**src/rtl/fullscreen_image_fader.sv**
```systemverilog
// Full-screen image renderer with frame-synchronous brightness fading.
//
// Stretches one of NUM_IMAGES low-resolution images (stored back-to-back in an
// external synchronous ROM + palette) across the visible VGA area and fades its
// brightness in and out, stepping the level only at the frame tick so a frame
// never shows two brightness levels.
//
// Ports:
//   vga_clk        pixel clock, all state on the rising edge
//   reset_n        synchronous active-low reset
//   DrawX, DrawY   current pixel coordinates from the VGA controller
//   blank          1 = visible region
//   img_sel        image index, latched when a fade-in starts from dark
//   start_fade_in  single-cycle fade-in request
//   start_fade_out single-cycle fade-out request
//   rom_addr       combinational ROM address for the current pixel
//   pix_*          palette colour, valid one cycle after rom_addr
//   red/green/blue registered, brightness-scaled output colour
//   busy           fade in progress
//   shown          image fully visible
//   fade_done      one-cycle pulse when a fade completes
module fullscreen_image_fader #(
  parameter int unsigned IMG_W           = 160,
  parameter int unsigned IMG_H           = 120,
  parameter int unsigned SCREEN_W        = 640,
  parameter int unsigned SCREEN_H        = 480,
  parameter int unsigned NUM_IMAGES      = 2,
  parameter int unsigned SEL_W           = 1,
  parameter int unsigned ADDR_W          = 16,
  parameter int unsigned FADE_STEPS      = 16,
  parameter int unsigned FRAMES_PER_STEP = 2
) (
  input  logic              vga_clk,
  input  logic              reset_n,
  input  logic [9:0]        DrawX,
  input  logic [9:0]        DrawY,
  input  logic              blank,
  input  logic [SEL_W-1:0]  img_sel,
  input  logic              start_fade_in,
  input  logic              start_fade_out,
  output logic [ADDR_W-1:0] rom_addr,
  input  logic [3:0]        pix_red,
  input  logic [3:0]        pix_green,
  input  logic [3:0]        pix_blue,
  output logic [3:0]        red,
  output logic [3:0]        green,
  output logic [3:0]        blue,
  output logic              busy,
  output logic              shown,
  output logic              fade_done
);

  localparam int unsigned Shift = $clog2(FADE_STEPS);
  localparam int unsigned LvlW  = Shift + 1;
  localparam int unsigned ProdW = LvlW + 4;
  localparam int unsigned CntW  = (FRAMES_PER_STEP > 1) ? $clog2(FRAMES_PER_STEP) : 1;

  localparam logic [LvlW-1:0] LvlMax  = LvlW'(FADE_STEPS);
  localparam logic [CntW-1:0] CntLast = CntW'(FRAMES_PER_STEP - 1);

  typedef enum logic [1:0] {StDark, StFadeIn, StShown, StFadeOut} state_e;

  state_e            state_q, state_d;
  logic [LvlW-1:0]   level_q, level_d;
  logic [CntW-1:0]   cnt_q, cnt_d;
  logic [SEL_W-1:0]  sel_q, sel_d;
  logic              done_q, done_d;
  logic              blank_d_q;
  logic [3:0]        red_q, red_d;
  logic [3:0]        green_q, green_d;
  logic [3:0]        blue_q, blue_d;

  logic              tick;
  logic              req_in;
  logic              req_out;

  // ---------------------------------------------------------------------------
  // Address generation: nearest-lower source pixel, image offset from sel_q
  // ---------------------------------------------------------------------------
  logic [31:0] x_src, y_row, img_base;

  always_comb begin
    x_src    = (32'(DrawX) * IMG_W) / SCREEN_W;
    y_row    = ((32'(DrawY) * IMG_H) / SCREEN_H) * IMG_W;
    img_base = 32'(sel_q) * IMG_W * IMG_H;
    rom_addr = ADDR_W'(img_base + x_src + y_row);
  end

  // ---------------------------------------------------------------------------
  // Fade state machine
  // ---------------------------------------------------------------------------
  // First cycle of the vertical blanking interval.
  assign tick    = (DrawX == 10'd0) && (DrawY == 10'(SCREEN_H));
  // A simultaneous pair of requests counts as a fade-in only.
  assign req_in  = start_fade_in;
  assign req_out = start_fade_out & ~start_fade_in;

  always_comb begin
    state_d = state_q;
    level_d = level_q;
    cnt_d   = cnt_q;
    sel_d   = sel_q;
    done_d  = 1'b0;

    unique case (state_q)
      StDark: begin
        if (req_in) begin
          state_d = StFadeIn;
          sel_d   = img_sel;
          cnt_d   = '0;
        end
      end

      StFadeIn: begin
        // A request on a tick cycle wins; that tick is not counted.
        if (req_out) begin
          state_d = StFadeOut;
          cnt_d   = '0;
        end else if (tick) begin
          if (cnt_q == CntLast) begin
            cnt_d   = '0;
            level_d = level_q + LvlW'(1);
            if (level_d == LvlMax) begin
              state_d = StShown;
              done_d  = 1'b1;
            end
          end else begin
            cnt_d = cnt_q + CntW'(1);
          end
        end
      end

      StShown: begin
        if (req_out) begin
          state_d = StFadeOut;
          cnt_d   = '0;
        end
      end

      StFadeOut: begin
        if (req_in) begin
          state_d = StFadeIn;
          cnt_d   = '0;
        end else if (tick) begin
          if (cnt_q == CntLast) begin
            cnt_d   = '0;
            level_d = level_q - LvlW'(1);
            if (level_d == '0) begin
              state_d = StDark;
              done_d  = 1'b1;
            end
          end else begin
            cnt_d = cnt_q + CntW'(1);
          end
        end
      end

      default: state_d = StDark;
    endcase
  end

  // ---------------------------------------------------------------------------
  // Colour pipeline: palette data arrives one cycle after the address, so the
  // blank flag is delayed by one register to line up with it.
  // ---------------------------------------------------------------------------
  function automatic logic [3:0] scale(input logic [3:0] c, input logic [LvlW-1:0] lvl);
    logic [ProdW-1:0] prod;
    prod = ProdW'(c) * ProdW'(lvl);
    return 4'(prod >> Shift);
  endfunction

  always_comb begin
    red_d   = '0;
    green_d = '0;
    blue_d  = '0;
    if (blank_d_q) begin
      red_d   = scale(pix_red, level_q);
      green_d = scale(pix_green, level_q);
      blue_d  = scale(pix_blue, level_q);
    end
  end

  always_ff @(posedge vga_clk) begin
    if (!reset_n) begin
      state_q   <= StDark;
      level_q   <= '0;
      cnt_q     <= '0;
      sel_q     <= '0;
      done_q    <= 1'b0;
      blank_d_q <= 1'b0;
      red_q     <= '0;
      green_q   <= '0;
      blue_q    <= '0;
    end else begin
      state_q   <= state_d;
      level_q   <= level_d;
      cnt_q     <= cnt_d;
      sel_q     <= sel_d;
      done_q    <= done_d;
      blank_d_q <= blank;
      red_q     <= red_d;
      green_q   <= green_d;
      blue_q    <= blue_d;
    end
  end

  assign red       = red_q;
  assign green     = green_q;
  assign blue      = blue_q;
  assign busy      = (state_q == StFadeIn) || (state_q == StFadeOut);
  assign shown     = (state_q == StShown);
  assign fade_done = done_q;

endmodule

```
**config.mk**
```make
export PLATFORM = sky130hd
export DESIGN_NAME = fullscreen_image_fader
export DESIGN_NICKNAME = d
export VERILOG_FILES = /design/src/rtl/fullscreen_image_fader.sv
export SDC_FILE = /design/constraint.sdc
export NUM_CORES = 1
export LEC_CHECK = 0
export CORE_MARGIN = 8
export CORE_UTILIZATION = 59
export CTS_CLUSTER_DIAMETER = 50
export CTS_CLUSTER_SIZE = 40
export DETAILED_ROUTE_END_ITERATION = 10
export GPL_ROUTABILITY_DRIVEN = 0
export HOLD_SLACK_MARGIN = 0.08
export PLACE_DENSITY_LB_ADDON = 0.08
export SYNTH_ARGS = -nofsm -noshare
export SYNTH_HDL_FRONTEND = slang
export SYNTH_SLANG_ARGS = --single-unit
```
**constraint.sdc**
```tcl
create_clock -name vga_clk -period 18.6 [get_ports vga_clk]
set_input_delay 4.65 -clock vga_clk [delete_from_list [all_inputs] [get_ports vga_clk]]
set_output_delay 4.65 -clock vga_clk [all_outputs]
set_load 0.05 [all_outputs]
```
==> qor.yml <==
timing:
  maxSlewViolCount: 0
  finalHoldViolCount: 0
  period_minus_slack_ns: 18.13
  setup-violations-final: 0
  worstMarginPinSlew_ns: 0.7706
  fin_crit_sh_pct: 97.46
  skew_ns: 0.001619
  rsz0062_at_grt: "true"
  slew_headroom_pct: 48.26
  fmax_mhz: 55.17
cells_and_area:
  fin_nets: 1090
  fillers: 940
  diodes: 0
  drive_above_1_share_pct: 6.659
  multi_input_area_sq_mm: 0.005853
  area_growth_pct: 14.40
  final_cell_area_sq_mm: 0.007665
  seq_area_sq_um: 460.4
die:
  rows: 39
  start_util_pct: 59.44
  dieArea_sq_mm: 0.01502
  pin_count: 69
  fp.coreArea_sq_mm: 0.01127
  die_h_microns: 122.6
  fp.dieW_microns: 122.6
logic_synthesis:
  yosysUniqueCellTypes: 94
  synth_edf_count: 0
  syn_inst: 865
  async_flop_share_pct: 0
  ys_ff_latch: 23
  syn_nets: 1038
  synth.avg_cell_area_sq_um: 7.746
  synth.cell_area_sq_mm: 0.006700
  yosysSeqAreaShare_pct: 6.872
  synth_warnings: 0
  synthFlopType: "dfxtp_1"
setup_path:
  worst_ep_arrival_time_ns: 13.48
  path_max_fanout: 8
  worst_setup_path_end_kind: "primary output"
  critPathKind: "in2out"
  slowest_delay_ns: 0.62
  setup.worst_path.start_class: "input port"
  crit_required_ns: 13.95
  slowest_stage: "fa_1"
global_routing:
  grt.total_usage_pct: 21.33
  grt-ovfl-total: 0
  grt_pass1_vias: 6113
  grt_start_max_net_pins: 21
  grt_pass1_wl_mm: 27.30
  grt_antenna_before_repair: 0
status:
  status: "finished clean"
route:
  drtPass1Iterations: 5
  ant_nets: 0
  wl_mm: 16.55
  vias_per_cell: 6.063
  vias: 6421
  wire_per_inst_microns: 15.63
  drc: 0
  first_iter_violations: 456
cts:
  cts.sinks: 23
  cts.clk_slew.worst_paths_ns: 0.06
  htreeDepth: 1
  hold_buffers: 0
  cts_root_buf: "clkbuf_16"
  cts_tree: "built"
  clock_latency_ns: 0.26
  cts_made_buffers: 3
  cts_max_path_buffers: 2
min_path:
  hold_class: "reg2reg"
run:
  cap_violations: 0
placement:
  io_buffers: 68
  hpwl_mm: 13.40
  place_area_sq_mm: 0.007453
-- cell usage after synthesis, types with 4 or more instances --
cell	count	share of area, %
buf_2	5	0.37
nor2b_1	6	0.56
a21o_1	17	1.9
o21a_1	9	1.0
fa_1	36	11
nor3_1	19	1.4
xnor2_1	32	4.2
nor4_1	5	0.47
a31oi_1	9	0.84
a311o_1	6	0.90
a21boi_0	4	0.45
and3_1	7	0.65
or3_1	10	0.93
xor2_1	25	3.3
nor2_1	56	3.1
nand4_1	11	1.0
o21ai_0	26	1.9
o2111ai_1	5	0.65
a21oi_1	48	3.6
a211o_1	7	0.92
nand2b_1	11	1.0
o21ai_1	7	0.52
inv_1	94	5.3
dfxtp_1	23	6.9
ha_1	99	18
clkbuf_1	17	0.95
nand3_1	20	1.5
o22ai_1	5	0.47
o211ai_1	11	1.2
a211oi_1	18	2.0
o21bai_1	5	0.56
and2_1	32	3.0
nand2_1	83	4.6
-- sequential cells by signal, indices dropped and copies added (netlist names) --
| signal | count |
|---|---|
| cnt_q | 1 |
| state_q | 2 |
| blank_d_q | 1 |
| sel_q | 1 |
| fade_done | 1 |
| level_q | 5 |
| blue | 4 |
| green | 4 |
| red | 4 |
-- through the flow --
step                      utilization, %  hold slack, ns  worst slack [ns]  instances  setup TNS, ns
after floorplan                        -          0.4450             1.230        865              0
after global placement             66.12          0.4866            0.5959       1050              0
final                              68.00          0.5242            0.4726       1059              0
after global routing               68.00          0.5852          -0.03338       1059       -0.03338
after detailed placement           66.12          0.5229            0.2764       1050              0
after CTS                          66.83          0.5357            0.2807       1054              0
-- what timing repair did --
| action | in CTS | in global routing |
|---|---|---|
| setup endpoints to repair | 0 | 5 |
| buffers inserted | 0 | 5 |
| gates resized for setup | 0 | 19 |
-- path summary, 6_finish.rpt --
kind	startpoint	to	slack, ns	cells past startpoint
worst max-delay path	DrawY[0]	rom_addr[15]	0.47	35
worst min-delay path	cnt_q$_SDFFE_PN0P_	cnt_q$_SDFFE_PN0P_	0.52	2
worst max register to register	level_q[2]$_SDFFE_PN0P_	blue[3]$_SDFF_PN0_	14.79	16
worst min register to register	cnt_q$_SDFFE_PN0P_	cnt_q$_SDFFE_PN0P_	0.52	2
-- metal layers --
layer,up-vias,global-route usage (%),part of all wire (%)
li1,3202,-,-
met1,3026,27.64,45
met2,173,36.97,48
met3,20,2.760,5.0
met4,0,4.798,1.6
met5,-,0,0
-- layout by cell type (no fill, tap or decap), types with 8 or more instances in the layout --
| master | count |
|---|---|
| a211oi_1 | 16 |
| a21o_1 | 17 |
| a21oi_1 | 48 |
| a31oi_1 | 8 |
| and2_1 | 32 |
| buf_4 | 9 |
| clkdlybuf4s50_1 | 61 |
| dfxtp_1 | 23 |
| fa_1 | 36 |
| ha_1 | 99 |
| inv_1 | 94 |
| nand2_1 | 83 |
| nand2b_1 | 11 |
| nand3_1 | 18 |
| nand4_1 | 11 |
| nor2_1 | 56 |
| nor3_1 | 18 |
| o211ai_1 | 11 |
| o21a_1 | 9 |
| o21ai_0 | 25 |
| or3_1 | 10 |
| xnor2_1 | 31 |
| xor2_1 | 25 |
-- cell type report --
type                    count  share of cell area [%]
well taps                 143                   2.334
clock inverters             1                 0.06530
multi-input cells         720                   76.36
flip-flops and latches     23                   6.007
repair buffers             74                   9.598
inverters                  95                   4.652
clock buffers               3                  0.9794
-- kinds of logic (layout without fill, tap and decap cells) --
family	count (synthesis)	count (layout)	share of synthesized area (%)
xor gates and xnor gates	58	58	7.862
buffers and inverters	122	173	7.059
and+or+nand+nor	281	281	20.95
DFF	23	23	6.872
muxes	4	4	0.6349
adders and majority gates	136	136	29.39
AOI/OAI and AO/OA	241	241	27.23
-- critical path, delay by kind of cell --
kind	cells	cell delay, ns
adders and majority gates	8	2.93
buffers and inverters	4	0.84
and+or+nand+nor	6	0.82
xor gates and xnor gates	3	0.60
AOI/OAI and AO/OA	14	3.65
Power is left out: the tool's default activity adds up to more than one toggle a clock period on the data nets, which glitch-free logic cannot reach.
